**src/rtl/sysu_cmp_pkg.sv**
```systemverilog
// Shared encodings for the serial wide-word comparator controller.
package sysu_cmp_pkg;

  // Controller state encoding
  localparam logic ST_IDLE = 1'b0;
  localparam logic ST_RUN  = 1'b1;

  // Result encodings {gt, eq, lt}
  localparam logic [2:0] CMP_GT   = 3'b100;
  localparam logic [2:0] CMP_EQ   = 3'b010;
  localparam logic [2:0] CMP_LT   = 3'b001;
  localparam logic [2:0] CMP_AMB  = 3'b110;
  localparam logic [2:0] CMP_NONE = 3'b000;

  // Width of a nibble index; kept at least one bit so a single-nibble build is legal
  function automatic int unsigned idx_width(input int unsigned n);
    return (n > 1) ? $clog2(n) : 1;
  endfunction

endpackage

```
**src/rtl/sysu_nibble_cmp.sv**
```systemverilog
// Combinational 4-bit magnitude compare with cascade-input resolution.
module sysu_nibble_cmp
  import sysu_cmp_pkg::*;
(
  input  logic [3:0] i_a,
  input  logic [3:0] i_b,
  input  logic [2:0] i_casc,
  output logic [2:0] o_res
);

  // Nibble magnitude decides first; equal nibbles defer to the cascade inputs
  always_comb begin
    o_res = CMP_NONE;
    if (i_a > i_b) begin
      o_res = CMP_GT;
    end else if (i_a < i_b) begin
      o_res = CMP_LT;
    end else begin
      case (i_casc)
        CMP_GT:   o_res = CMP_GT;
        CMP_EQ:   o_res = CMP_EQ;
        CMP_LT:   o_res = CMP_LT;
        3'b000:   o_res = CMP_AMB;
        default:  o_res = CMP_NONE;
      endcase
    end
  end

endmodule

```
**src/rtl/sysu_serial_cmp_ctrl.sv**
```systemverilog
// Serial MSB-first wide-word comparator built around one 4-bit slice.
module sysu_serial_cmp_ctrl
  import sysu_cmp_pkg::*;
#(
  parameter int unsigned NIBBLES = 4,
  localparam int unsigned W      = 4 * NIBBLES,
  localparam int unsigned CW     = $clog2(NIBBLES + 1),
  localparam int unsigned IDXW   = idx_width(NIBBLES)
) (
  input  logic          CLK,
  input  logic          RST,
  input  logic          START,
  input  logic [W-1:0]  A,
  input  logic [W-1:0]  B,
  input  logic          IAgB,
  input  logic          IAeB,
  input  logic          IAlB,
  output logic          BUSY,
  output logic          DONE,
  output logic          QAgB,
  output logic          QAeB,
  output logic          QAlB,
  output logic [CW-1:0] CYCLES
);

  logic            r_state;
  logic [W-1:0]    r_a;
  logic [W-1:0]    r_b;
  logic [2:0]      r_casc;
  logic [IDXW-1:0] r_idx;
  logic [CW-1:0]   r_cnt;
  logic [2:0]      r_q;

  logic [3:0]      w_a_nib;
  logic [3:0]      w_b_nib;
  logic            w_last;
  logic [2:0]      w_casc;
  logic [2:0]      w_res;
  logic            w_decided;

  // Select the current nibble pair from the operand latches
  always_comb begin
    w_a_nib = '0;
    w_b_nib = '0;
    for (int unsigned n = 0; n < NIBBLES; n++) begin
      if (r_idx == n[IDXW-1:0]) begin
        w_a_nib = r_a[4*n +: 4];
        w_b_nib = r_b[4*n +: 4];
      end
    end
  end

  // Only the least-significant nibble sees the captured cascade inputs
  always_comb begin
    w_last    = (r_idx == '0);
    w_casc    = w_last ? r_casc : CMP_EQ;
    w_decided = (w_a_nib != w_b_nib) || w_last;
  end

  sysu_nibble_cmp u_nibble_cmp (
    .i_a    (w_a_nib),
    .i_b    (w_b_nib),
    .i_casc (w_casc),
    .o_res  (w_res)
  );

  // Control FSM: capture on START, walk nibbles MSB-first, publish result once
  always_ff @(posedge CLK or posedge RST) begin
    if (RST) begin
      r_state <= ST_IDLE;
      r_a     <= '0;
      r_b     <= '0;
      r_casc  <= '0;
      r_idx   <= '0;
      r_cnt   <= '0;
      r_q     <= CMP_NONE;
      CYCLES  <= '0;
      BUSY    <= 1'b0;
      DONE    <= 1'b0;
    end else begin
      DONE <= 1'b0;
      case (r_state)
        ST_IDLE: begin
          if (START) begin
            r_a     <= A;
            r_b     <= B;
            r_casc  <= {IAgB, IAeB, IAlB};
            r_idx   <= IDXW'(NIBBLES - 1);
            r_cnt   <= '0;
            BUSY    <= 1'b1;
            r_state <= ST_RUN;
          end
        end
        default: begin
          r_cnt <= r_cnt + CW'(1);
          if (w_decided) begin
            r_q     <= w_res;
            CYCLES  <= r_cnt + CW'(1);
            DONE    <= 1'b1;
            BUSY    <= 1'b0;
            r_state <= ST_IDLE;
          end else begin
            r_idx <= r_idx - IDXW'(1);
          end
        end
      endcase
    end
  end

  assign {QAgB, QAeB, QAlB} = r_q;

endmodule

```
**config.mk**
```make
export PLATFORM = sky130hd
export DESIGN_NAME = sysu_serial_cmp_ctrl
export DESIGN_NICKNAME = d
export VERILOG_FILES = /design/src/rtl/sysu_cmp_pkg.sv /design/src/rtl/sysu_nibble_cmp.sv /design/src/rtl/sysu_serial_cmp_ctrl.sv
export SDC_FILE = /design/constraint.sdc
export NUM_CORES = 1
export LEC_CHECK = 0
export ABC_CLOCK_PERIOD_IN_PS = 3900
export CAP_MARGIN = 15
export CORE_MARGIN = 5
export CORE_UTILIZATION = 56
export DETAILED_ROUTE_END_ITERATION = 12
export PLACE_DENSITY_LB_ADDON = 0.2
export SLEW_MARGIN = 5
export SYNTH_ARGS = -nofsm -noshare
export SYNTH_HDL_FRONTEND = slang
export SYNTH_SLANG_ARGS = --single-unit
```
**constraint.sdc**
```tcl
create_clock -name CLK -period 3.9 [get_ports CLK]
set_input_delay 1.17 -clock CLK [delete_from_list [all_inputs] [get_ports CLK]]
set_output_delay 1.17 -clock CLK [all_outputs]
set_load 0.005 [all_outputs]
```
==> run_results.csv <==
group,metric,value,unit
sta,fin_crit,2.93,ns
placed_design,dpl_cell_area,2860,um2
finish,drive_above_1_share,22.1,%
synth,synth_nets,235,
synth,syn_area_per_cell,13.0,um2
synth,ys_seq_area_share,50.4,%
finish,num_antenna_cells,0,
cts,cts-buffers-inserted,5,
global_routing,grt_antenna_before_repair,0,
synth,synth_cells,188,
sta,finalHoldViolCount,0,
pwr,p_leak,0.00133,uW
synth,synth_seq_cells,49,
finish,fin_util,69.0,%
floorplanning,io_pins,46,
placed_design,gp_congestion,0.775,
pwr,power,1850,uW
placed_design,portBuffers,45,
synth,ys_types,33,
cts,insertion_delay,0.31,ns
floorplanning,die_w,75.9,um
sta,slew_headroom,33.6,%
synth,yosysWarnings,0,
route,vias_per_cell,5.43,
sta,slew_violations,0,
placed_design,place_ws,0.996,ns
sta,finalCritPeriodShare,75.0,%
cts,cts.sinks,49,
critical_path,end_kind,"flip-flop",
synth,synth-main-ff-cell,"dfrtp_1",
synth,post_synth_instance_area,2430,um2
placed_design,hpwl,3450,um
global_routing,overflow,0,
cts,cts.path.max_buffers,2,
synth,synth_top_cell_by_area,"dfrtp_1",
cts,clk_pin_slew,0.09,ns
sta,setup_viol,0,
synth,synth_area_leaders,"dfrtp_1 50%, mux2_4 12%, mux2_2 8.8%",
route,drtIter0Drc,83,
min_path,hold_class,"flip-flop to flip-flop",
sta,max_freq,342,MHz
route,post-route-drc-count,0,
route,ant_nets,0,
floorplanning,dieArea,5770,um2
cts,cts-root-buf,"clkbuf_8",
sta,worstMarginPinSlew,0.994,ns
cts,postCtsSetupRepairBufs,0,
cts,cts_tree,"built",
flow_run,maxCapViolations,0,
floorplanning,die_h,75.9,um
synth,synth_edf_count,0,
critical_path,path_class,"flip-flop to flip-flop",
global_routing,grt_pass1_vias,1739,
min_path,min-delay-start,"CYCLES[2]",
route,wire_per_inst,16.8,um
critical_path,reg2regPathDepth,10,
finish,multi_input_area,1090,um2
sta,tns,0,ns
cts,cts-resized-gates,0,
min_path,hold_end,"CYCLES[2]",
finish,postLayoutCellArea,2960,um2
route,num_vias,1536,
pwr,ir_worst_vdd,0.000301,V
floorplanning,coreArea,4290,um2
critical_path,rr_startpoint,"r_idx[0]",
critical_path,timing.rr.end,"CYCLES[1]",
route,dr.pass1.iters,4,
floorplanning,rows,24,
cts,ctsHoldBuffers,0,
finish,areaGrowthSynthToFinish,21.6,%
synth,yosysMostFrequentCell,"dfrtp_1",
status,outcome,"complete, no violations",
pwr,power_density,623,nW/um2
critical_path,crit_arrival,3.12,ns
sta,rsz0062_at_grt,"false",
critical_path,cp.required,4.10,ns
global_routing,grt_max_degree,50,
synth,synthArstFlopShare,100,%
synth,synthTopCellsByCount,"49 x dfrtp_1, 19 x mux2_2, 19 x mux2_4",
finish,fin_nets,278,
critical_path,critPathMaxFanout,13,
critical_path,start_kind,"flip-flop",
critical_path,reg2reg_slack,0.97,ns
route,drt-total-wl,4750,um
finish,n_fill_cell,306,
synth,synth_top_area_share,50.4,%
sta,setup_ws,0.975,ns
floorplanning,start_util,56.7,%
sta,fin_skew,0.0115,ns
global_routing,grt_usage,18.1,%
global_routing,grt_pass1_wl,8340,um
min_path,whs_path_depth,2,
finish,register_area,1230,um2
cts,htreeDepth,2,
registers in the layout (all words and copies together) (netlist names):
| name | flops |
|---|---|
| r_cnt | 3 |
| r_idx | 2 |
| r_q | 3 |
| BUSY | 1 |
| r_b | 16 |
| r_state | 1 |
| r_casc | 3 |
| CYCLES | 3 |
| DONE | 1 |
| r_a | 16 |
cells in the final DEF, fill, tap and decap left out, drive strengths merged, types with 4 or more instances in the layout:
master,n
a21oi,10
clkbuf,5
clkdlybuf4s50,45
dfrtp,49
ha,9
inv,5
mux2,38
mux2i,4
nand2,17
nor2,5
nor2b,6
o21ai,11
worst max-delay path by stage:
stage                  start         to  slack (ns)  depth (start not counted)
CTS                 r_idx[0]  CYCLES[1]        0.97                         10
detailed placement  r_idx[0]  CYCLES[1]         1.0                         10
global route        r_idx[0]  CYCLES[1]        0.71                         10
global placement       START     r_a[7]        1.12                          4
floorplan           r_idx[0]  CYCLES[1]        1.55                         10
finish              r_idx[0]  CYCLES[1]        0.97                         10
per-layer routing:
layer,routed length [um],up-vias,global-route usage [%]
met2,2350,34,29.8
met1,2120,753,22.4
met4,85,0,7.47
li1,-,742,-
met5,0,-,0
met3,197,7,5.09
per-stage QoR:
step | hold WS, ns | instances
finish | 0.486 | 283
global route | 0.507 | 283
CTS | 0.491 | 283
detailed placement | 0.470 | 276
global placement | 0.462 | 276
floorplan | 0.464 | 188
where the power goes:
group / switching (uW) / internal [uW] / total [uW] / leakage (uW)
clock: 161 / 186 / 347 / 0.0000540
sequential: 133 / 696 / 828 / 0.000576
combinational: 271 / 399 / 670 / 0.000697
final cells by class:
type	instances	share of cell area, %
flip-flops and latches	49	41.4
multi-input cells	124	36.8
repair buffers	46	15.5
clock buffers	5	2.32
well taps	52	2.20
clock inverters	2	1.18
inverters	5	0.634
kinds of logic after synthesis:
| logic type | after synthesis | synth area share, % |
|---|---|---|
| and+or+nand+nor | 39 | 9.15 |
| xor gates and xnor gates | 1 | 0.360 |
| muxes | 42 | 22.1 |
| DFF | 49 | 50.4 |
| adders and majority gates | 9 | 4.62 |
| AOI/OAI and AO/OA | 33 | 8.48 |
| buffers and inverters | 15 | 4.88 |
worst max-delay path, stage by stage, from the launching register on:
cell and delay (ns):
dfrtp_1 0.41, inv_1 0.13, ha_1 0.37, nor2b_1 0.28, a221oi_1 0.11, nor3_1 0.16, a21oi_1 0.07, ha_1 0.35
nand4_4 0.14, o21ai_2 0.41, mux2_2 0.39
Power figures use the tool's default switching activity.
